[config.mk]
export PLATFORM = sky130hd
export DESIGN_NAME = sdram_cmd_responder
export DESIGN_NICKNAME = d
export VERILOG_FILES = /design/src/rtl/sdram_cmd_responder.sv
export SDC_FILE = /design/constraint.sdc
export NUM_CORES = 1
export LEC_CHECK = 0
export CAP_MARGIN = 20
export CORE_ASPECT_RATIO = 0.5
export CORE_UTILIZATION = 56
export DETAILED_ROUTE_END_ITERATION = 6
export GPL_ROUTABILITY_DRIVEN = 0
export PLACE_DENSITY = 0.76
export SKIP_LAST_GASP = 1
export SLEW_MARGIN = 20
export SYNTH_ARGS = -nofsm -noshare
export SYNTH_HDL_FRONTEND = slang
export SYNTH_SLANG_ARGS = --single-unit
export TNS_END_PERCENT = 10
[constraint.sdc]
create_clock -name clk -period 2.92 [get_ports clk]
set_input_delay 0.876 -clock clk [delete_from_list [all_inputs] [get_ports clk]]
set_output_delay 0.876 -clock clk [all_outputs]
set_load 0.05 [all_outputs]
[src/rtl/sdram_cmd_responder.sv]
// SDRAM command responder: mode register, per-bank open-row tracking, CAS-latency read / write beat
// strobes with burst wrap, and command-sequence checking. Define SDRAM_RSP_CHECK_EN to drive err/err_code.
module sdram_cmd_responder #(
    parameter int TMRD = 2
) (
    input  logic        clk,
    input  logic        rst,
    input  logic [3:0]  command,
    input  logic [11:0] addr,
    input  logic [1:0]  ba,
    output logic [3:0]  burst_len,
    output logic [1:0]  cas_lat,
    output logic [3:0]  bank_open,
    output logic        busy,
    output logic        rd_valid,
    output logic        wr_en,
    output logic [1:0]  beat_bank,
    output logic [11:0] beat_row,
    output logic [7:0]  beat_col,
    output logic        err,
    output logic [2:0]  err_code
);
    localparam logic [3:0] CMD_NOP = 4'd0, CMD_ACT = 4'd1, CMD_RD = 4'd2, CMD_WR = 4'd3,
                           CMD_PRE = 4'd4, CMD_REF = 4'd5, CMD_MRS = 4'd8;

    typedef enum logic [1:0] {ST_IDLE, ST_LAT, ST_BURST} state_e;

    state_e            state_q, state_d;
    logic [3:0]        bl_q, bl_d;
    logic [1:0]        cl_q, cl_d;
    logic [3:0]        open_q, open_d;
    logic [3:0][11:0]  row_q, row_d;
    logic [2:0]        tmrd_q, tmrd_d;
    logic              is_rd_q, is_rd_d;
    logic [1:0]        lat_q, lat_d;
    logic [2:0]        rem_q, rem_d, idx_q, idx_d;
    logic [3:0]        bbl_q, bbl_d;
    logic [7:0]        start_q, start_d;
    logic [1:0]        pbank_q, pbank_d;
    logic [11:0]       prow_q, prow_d;
    logic              rd_valid_q, rd_valid_d, wr_en_q, wr_en_d;
    logic [1:0]        beat_bank_q, beat_bank_d;
    logic [11:0]       beat_row_q, beat_row_d;
    logic [7:0]        beat_col_q, beat_col_d;

    logic is_rw, defined, mrs_ok, busy_now, illegal, start_rw;
    logic v_tmrd, v_undef, v_open, v_mrs, v_act, v_busy, v_closed;
    logic [3:0] bl_m1, bbl_m1;

    // Column of beat idx: low log2(bl) bits of the start column wrap, upper bits stay fixed.
    function automatic logic [7:0] wrap_col(input logic [7:0] start, input logic [2:0] idx,
                                            input logic [3:0] bl);
        logic [7:0] m;
        m = {4'b0, bl - 4'd1};
        return (start & ~m) | ((start + {5'b0, idx}) & m);
    endfunction

    assign busy     = (state_q != ST_IDLE);
    assign busy_now = busy;
    assign is_rw    = (command == CMD_RD) || (command == CMD_WR);
    assign defined  = (command <= CMD_REF) || (command == CMD_MRS);
    assign mrs_ok   = !addr[2] && (addr[6:5] == 2'b01);

    always_comb begin
        v_tmrd   = (tmrd_q != 3'd0) && (command != CMD_NOP);
        v_undef  = !defined;
        v_open   = ((command == CMD_MRS) || (command == CMD_REF)) && (open_q != 4'd0);
        v_mrs    = (command == CMD_MRS) && !mrs_ok;
        v_act    = (command == CMD_ACT) && open_q[ba];
        v_busy   = is_rw && busy_now;
        v_closed = is_rw && !open_q[ba];
        illegal  = v_tmrd | v_undef | v_open | v_mrs | v_act | v_busy | v_closed;
        start_rw = is_rw && !illegal;
    end

    // Mode register, bank table and tMRD counter.
    always_comb begin
        bl_d   = bl_q;
        cl_d   = cl_q;
        open_d = open_q;
        row_d  = row_q;
        tmrd_d = (tmrd_q != 3'd0) ? tmrd_q - 3'd1 : 3'd0;
        if (!illegal) begin
            case (command)
                CMD_MRS: begin
                    bl_d   = 4'd1 << addr[1:0];
                    cl_d   = addr[4] ? 2'd3 : 2'd2;
                    tmrd_d = TMRD[2:0];
                end
                CMD_ACT: begin
                    open_d[ba] = 1'b1;
                    row_d[ba]  = addr;
                end
                CMD_PRE: begin
                    if (addr[10]) open_d = 4'd0;
                    else          open_d[ba] = 1'b0;
                end
                default: ;
            endcase
        end
    end

    assign bl_m1  = bl_q - 4'd1;
    assign bbl_m1 = bbl_q - 4'd1;

    always_comb begin
        state_d     = state_q;
        is_rd_d     = is_rd_q;
        lat_d       = lat_q;
        rem_d       = rem_q;
        idx_d       = idx_q;
        bbl_d       = bbl_q;
        start_d     = start_q;
        pbank_d     = pbank_q;
        prow_d      = prow_q;
        rd_valid_d  = 1'b0;
        wr_en_d     = 1'b0;
        beat_bank_d = beat_bank_q;
        beat_row_d  = beat_row_q;
        beat_col_d  = beat_col_q;
        case (state_q)
            ST_IDLE: begin
                if (start_rw) begin
                    is_rd_d = (command == CMD_RD);
                    bbl_d   = bl_q;
                    start_d = addr[7:0];
                    pbank_d = ba;
                    prow_d  = row_q[ba];
                    if (command == CMD_WR) begin
                        state_d     = ST_BURST;
                        wr_en_d     = 1'b1;
                        beat_bank_d = ba;
                        beat_row_d  = row_q[ba];
                        beat_col_d  = addr[7:0];
                        idx_d       = 3'd1;
                        rem_d       = bl_m1[2:0];
                    end else begin
                        state_d = ST_LAT;
                        lat_d   = cl_q - 2'd1;
                    end
                end
            end
            ST_LAT: begin
                if (lat_q == 2'd1) begin
                    state_d     = ST_BURST;
                    rd_valid_d  = 1'b1;
                    beat_bank_d = pbank_q;
                    beat_row_d  = prow_q;
                    beat_col_d  = start_q;
                    idx_d       = 3'd1;
                    rem_d       = bbl_m1[2:0];
                end else begin
                    lat_d = lat_q - 2'd1;
                end
            end
            ST_BURST: begin
                if (rem_q != 3'd0) begin
                    rd_valid_d = is_rd_q;
                    wr_en_d    = !is_rd_q;
                    beat_col_d = wrap_col(start_q, idx_q, bbl_q);
                    idx_d      = idx_q + 3'd1;
                    rem_d      = rem_q - 3'd1;
                end else begin
                    state_d = ST_IDLE;
                end
            end
            default: state_d = ST_IDLE;
        endcase
    end

    always_ff @(posedge clk) begin
        if (rst) begin
            state_q     <= ST_IDLE;
            bl_q        <= 4'd1;
            cl_q        <= 2'd2;
            open_q      <= 4'd0;
            row_q       <= '0;
            tmrd_q      <= 3'd0;
            is_rd_q     <= 1'b0;
            lat_q       <= 2'd0;
            rem_q       <= 3'd0;
            idx_q       <= 3'd0;
            bbl_q       <= 4'd1;
            start_q     <= 8'd0;
            pbank_q     <= 2'd0;
            prow_q      <= 12'd0;
            rd_valid_q  <= 1'b0;
            wr_en_q     <= 1'b0;
            beat_bank_q <= 2'd0;
            beat_row_q  <= 12'd0;
            beat_col_q  <= 8'd0;
        end else begin
            state_q     <= state_d;
            bl_q        <= bl_d;
            cl_q        <= cl_d;
            open_q      <= open_d;
            row_q       <= row_d;
            tmrd_q      <= tmrd_d;
            is_rd_q     <= is_rd_d;
            lat_q       <= lat_d;
            rem_q       <= rem_d;
            idx_q       <= idx_d;
            bbl_q       <= bbl_d;
            start_q     <= start_d;
            pbank_q     <= pbank_d;
            prow_q      <= prow_d;
            rd_valid_q  <= rd_valid_d;
            wr_en_q     <= wr_en_d;
            beat_bank_q <= beat_bank_d;
            beat_row_q  <= beat_row_d;
            beat_col_q  <= beat_col_d;
        end
    end

    assign burst_len = bl_q;
    assign cas_lat   = cl_q;
    assign bank_open = open_q;
    assign rd_valid  = rd_valid_q;
    assign wr_en     = wr_en_q;
    assign beat_bank = beat_bank_q;
    assign beat_row  = beat_row_q;
    assign beat_col  = beat_col_q;

`ifdef SDRAM_RSP_CHECK_EN
    logic       err_q, err_d;
    logic [2:0] err_code_q, err_code_d;

    always_comb begin
        err_d      = illegal;
        err_code_d = 3'd0;
        if      (v_tmrd)   err_code_d = 3'd1;
        else if (v_undef)  err_code_d = 3'd7;
        else if (v_open)   err_code_d = 3'd4;
        else if (v_mrs)    err_code_d = 3'd5;
        else if (v_act)    err_code_d = 3'd2;
        else if (v_busy)   err_code_d = 3'd6;
        else if (v_closed) err_code_d = 3'd3;
    end

    always_ff @(posedge clk) begin
        if (rst) begin
            err_q      <= 1'b0;
            err_code_q <= 3'd0;
        end else begin
            err_q      <= err_d;
            err_code_q <= err_code_d;
        end
    end

    assign err      = err_q;
    assign err_code = err_code_q;
`else
    assign err      = 1'b0;
    assign err_code = 3'd0;
`endif
endmodule
==> results by group <==
Run status
  • Status: finished, final reports clean

Global routing
  • Tot GR Track Use: 29.3%
  • Largest net degree at the start of global routing: 63
  • Number of global-route vias before repair: 4354
  • Initial antenna violation count: 0
  • Global-route wire length before repair: 22600 um
  • Grt ovf: 0

Yosys
  • Most frequent cell after synthesis: dfxtp_1
  • Register area share after synthesis: 44.3%
  • Post-Syn Instances: 584
  • Top cell type's share of synthesized area: 44.3%
  • Synth unique cells: 52
  • Syn Area/Cell: 9.37 um2
  • Top post-synthesis cells by count: 121 x dfxtp_1, 94 x nor2_1, 70 x mux2i_1, 60 x nand2_1, 45 x a21oi_1
  • #FFs+latches synth: 121
  • Syn Std Cell Area: 5470 um2
  • Ys Warns: 0
  • Async SR Flop Fraction: 0%
  • Synth area leaders: dfxtp_1 44%, mux2i_1 13%, nor2_1 6.4%
  • Synth Flop Type: dfxtp_1
  • Post-synth EDFFs: 0
  • Synth area leader: dfxtp_1

Clock network
  • CTS tree: done
  • CTS max path bufs: 2
  • Clk_lat worst skew: 0.42 ns
  • Clock Root Buffer: clkbuf_16
  • H-tree levels: 4
  • Sinks on Clock Net: 121
  • Num CTS Buffers: 17
  • Clock slew at reported path FFs: 0.06 ns
  • Hold-fix buffers, CTS: 0

Die
  • Die area: 10200 um2
  • Io pins: 59
  • Area of the core: 9480 um2
  • Site row count: 25
  • Die Width: 142 um
  • Starting density of the core: 57.8%
  • Die Y: 71.9 um

STA
  • Relative slew slack: 54.7%
  • Tcrit/Tclk final: 97.7%
  • Setup slack after layout: 0.0664 ns
  • Fin crit period: 2.85 ns
  • Fin. max-slew vios: 0
  • Max Freq: 350 MHz
  • Final setup viols: 0
  • Slew @ Worst Pin: 0.679 ns
  • Final Skew: 0.0114 ns
  • Final hold vios: 0

Cells and area
  • Share of post-route cells with drive strength above 1: 15.4%
  • Multi-input logic area: 2820 um2
  • ANT cells: 0
  • Register area: 2420 um2
  • Design area: 6990 um2
  • P&R area growth vs syn: 27.6%
  • Fill cells: 650
  • Layout Nets: 688

Drt
  • Via count: 4641
  • Wire per inst: 17.7 um
  • DRT Wirelength: 14200 um
  • Drt pass-1 iters: 5
  • Vias/cell: 5.77
  • Antenna Nets Post-Route: 0
  • Residual DRC: 0
  • Initial DRC count: 419

Worst setup path
  • Nature of the critical path endpoint: flop
  • Critical path's slowest cell: or4b_4
  • Data arrival, critical path: 3.16 ns
  • CP Max Fanout: 4
  • CP Cell Sequence: clkdlybuf4s50_1 -> mux4_2 -> or4b_4 -> nor3_4 -> clkbuf_16 -> mux2i_1 -> nor2_1
  • Startpoint types: primary input
  • Crit-path max cell delay: 0.58 ns
  • Crit Path Category: primary input to flop
  • Worst Path Required: 3.22 ns

Power
  • PD cells: 638 nW/um2
  • LEAKAGE: 2.47 nW
  • Peak VDD IR: 0.479 mV

Placed design
  • Area after DPL: 6320 um2
  • Port Buf Inserts: 53
  • Hpwl dp: 8950 um
  • Placement Setup Slack: -0.380 ns

Run
  • Max cap viols: 0

Worst hold path
  • Hold crit path type: flop to flop
-- logic make-up after synthesis --
kind of cell / count (synthesis) / synth area share, %
flops: 121 / 44.3
fa+ha+maj: 12 / 2.88
buf+inv: 54 / 4.85
xor+xnor: 3 / 0.480
compound gates: 100 / 11.7
other cells: 2 / 0.137
simple gates: 209 / 17.6
mux: 83 / 18.1
-- routing by layer --
metal	wire [um]	track usage [%]	up-vias
met4	248	9.32	0
met1	6580	40.7	2251
met2	6480	45.6	180
met5	0	0	-
li1	-	-	2182
met3	922	6.86	28
-- where the power goes --
| group | internal [mW] | leakage [nW] | switching, mW |
|---|---|---|---|
| clock | 1.31 | 0.283 | 0.809 |
| combinational | 0.223 | 1.21 | 0.379 |
| sequential | 1.70 | 0.976 | 0.0333 |
| total | 3.24 | 2.47 | 1.22 |
-- stage by stage --
step | total power [mW] | utilization [%] | TNS, ns | hold slack [ns] | cells
6_report | 4.46 | 73.7 | 0 | 0.454 | 804
5_1_grt | 4.58 | 73.7 | -0.0132 | 0.477 | 804
4_1_cts | 4.46 | 73.0 | 0 | 0.456 | 801
3_5_place_dp | 2.36 | 66.7 | -19.90 | 0.448 | 769
3_3_place_gp | 2.35 | 66.7 | -16.55 | 0.439 | 769
2_1_floorplan | 2.15 | - | 0 | 0.436 | 587
-- path summary, 6_finish.rpt --
path,depth (start not counted),slack (ns),endpoint,startpoint
setup reg to reg,6,0.50,row_q[4],bank_open[3]
setup / recovery,7,0.07,row_q[4],ba[1]
hold / removal,2,0.45,start_q[6],start_q[6]
hold reg to reg,2,0.45,start_q[6],start_q[6]
-- flip-flops by register name (all words and copies together) (netlist names), 3 cells and up --
signal / flops
row_q: 48
bbl_q: 4
rem_q: 3
start_q: 8
burst_len: 4
bank_open: 4
beat_col: 8
prow_q: 12
tmrd_q: 3
idx_q: 3
beat_row: 12
-- what timing repair did --
action,CTS,global route
setup endpoints to repair,0,27
buffers inserted,0,2
resized for setup,0,8
-- layout by cell type, fill, tap and decap left out, types with 6 or more instances in the layout --
| cell type | n |
|---|---|
| buf_4 | 35 |
| a21oi_1 | 45 |
| nor3_1 | 6 |
| ha_1 | 11 |
| clkdlybuf4s50_1 | 50 |
| nor2_1 | 93 |
| mux4_2 | 13 |
| mux2i_1 | 67 |
| nand2b_1 | 7 |
| inv_1 | 9 |
| buf_12 | 6 |
| clkinv_4 | 6 |
| dfxtp_1 | 121 |
| nand2_1 | 60 |
| a211oi_1 | 23 |
| nor2b_1 | 10 |
| o21ai_0 | 7 |
| clkbuf_16 | 18 |
-- critical path, delay by kind of cell --
kind          cells  cell delay, ns
simple gates      3            0.97
mux               2            0.57
buf+inv           2            0.74
-- final cells by class --
type | instances | area share (%)
well taps | 135 | 2.42
multi-input cells | 412 | 40.3
clock buffers | 20 | 6.54
inverters | 9 | 0.484
clock inverters | 12 | 2.06
repair buffers | 95 | 13.5
flip-flops and latches | 121 | 34.7
No activity file was read; power rests on OpenSTA's default activity.
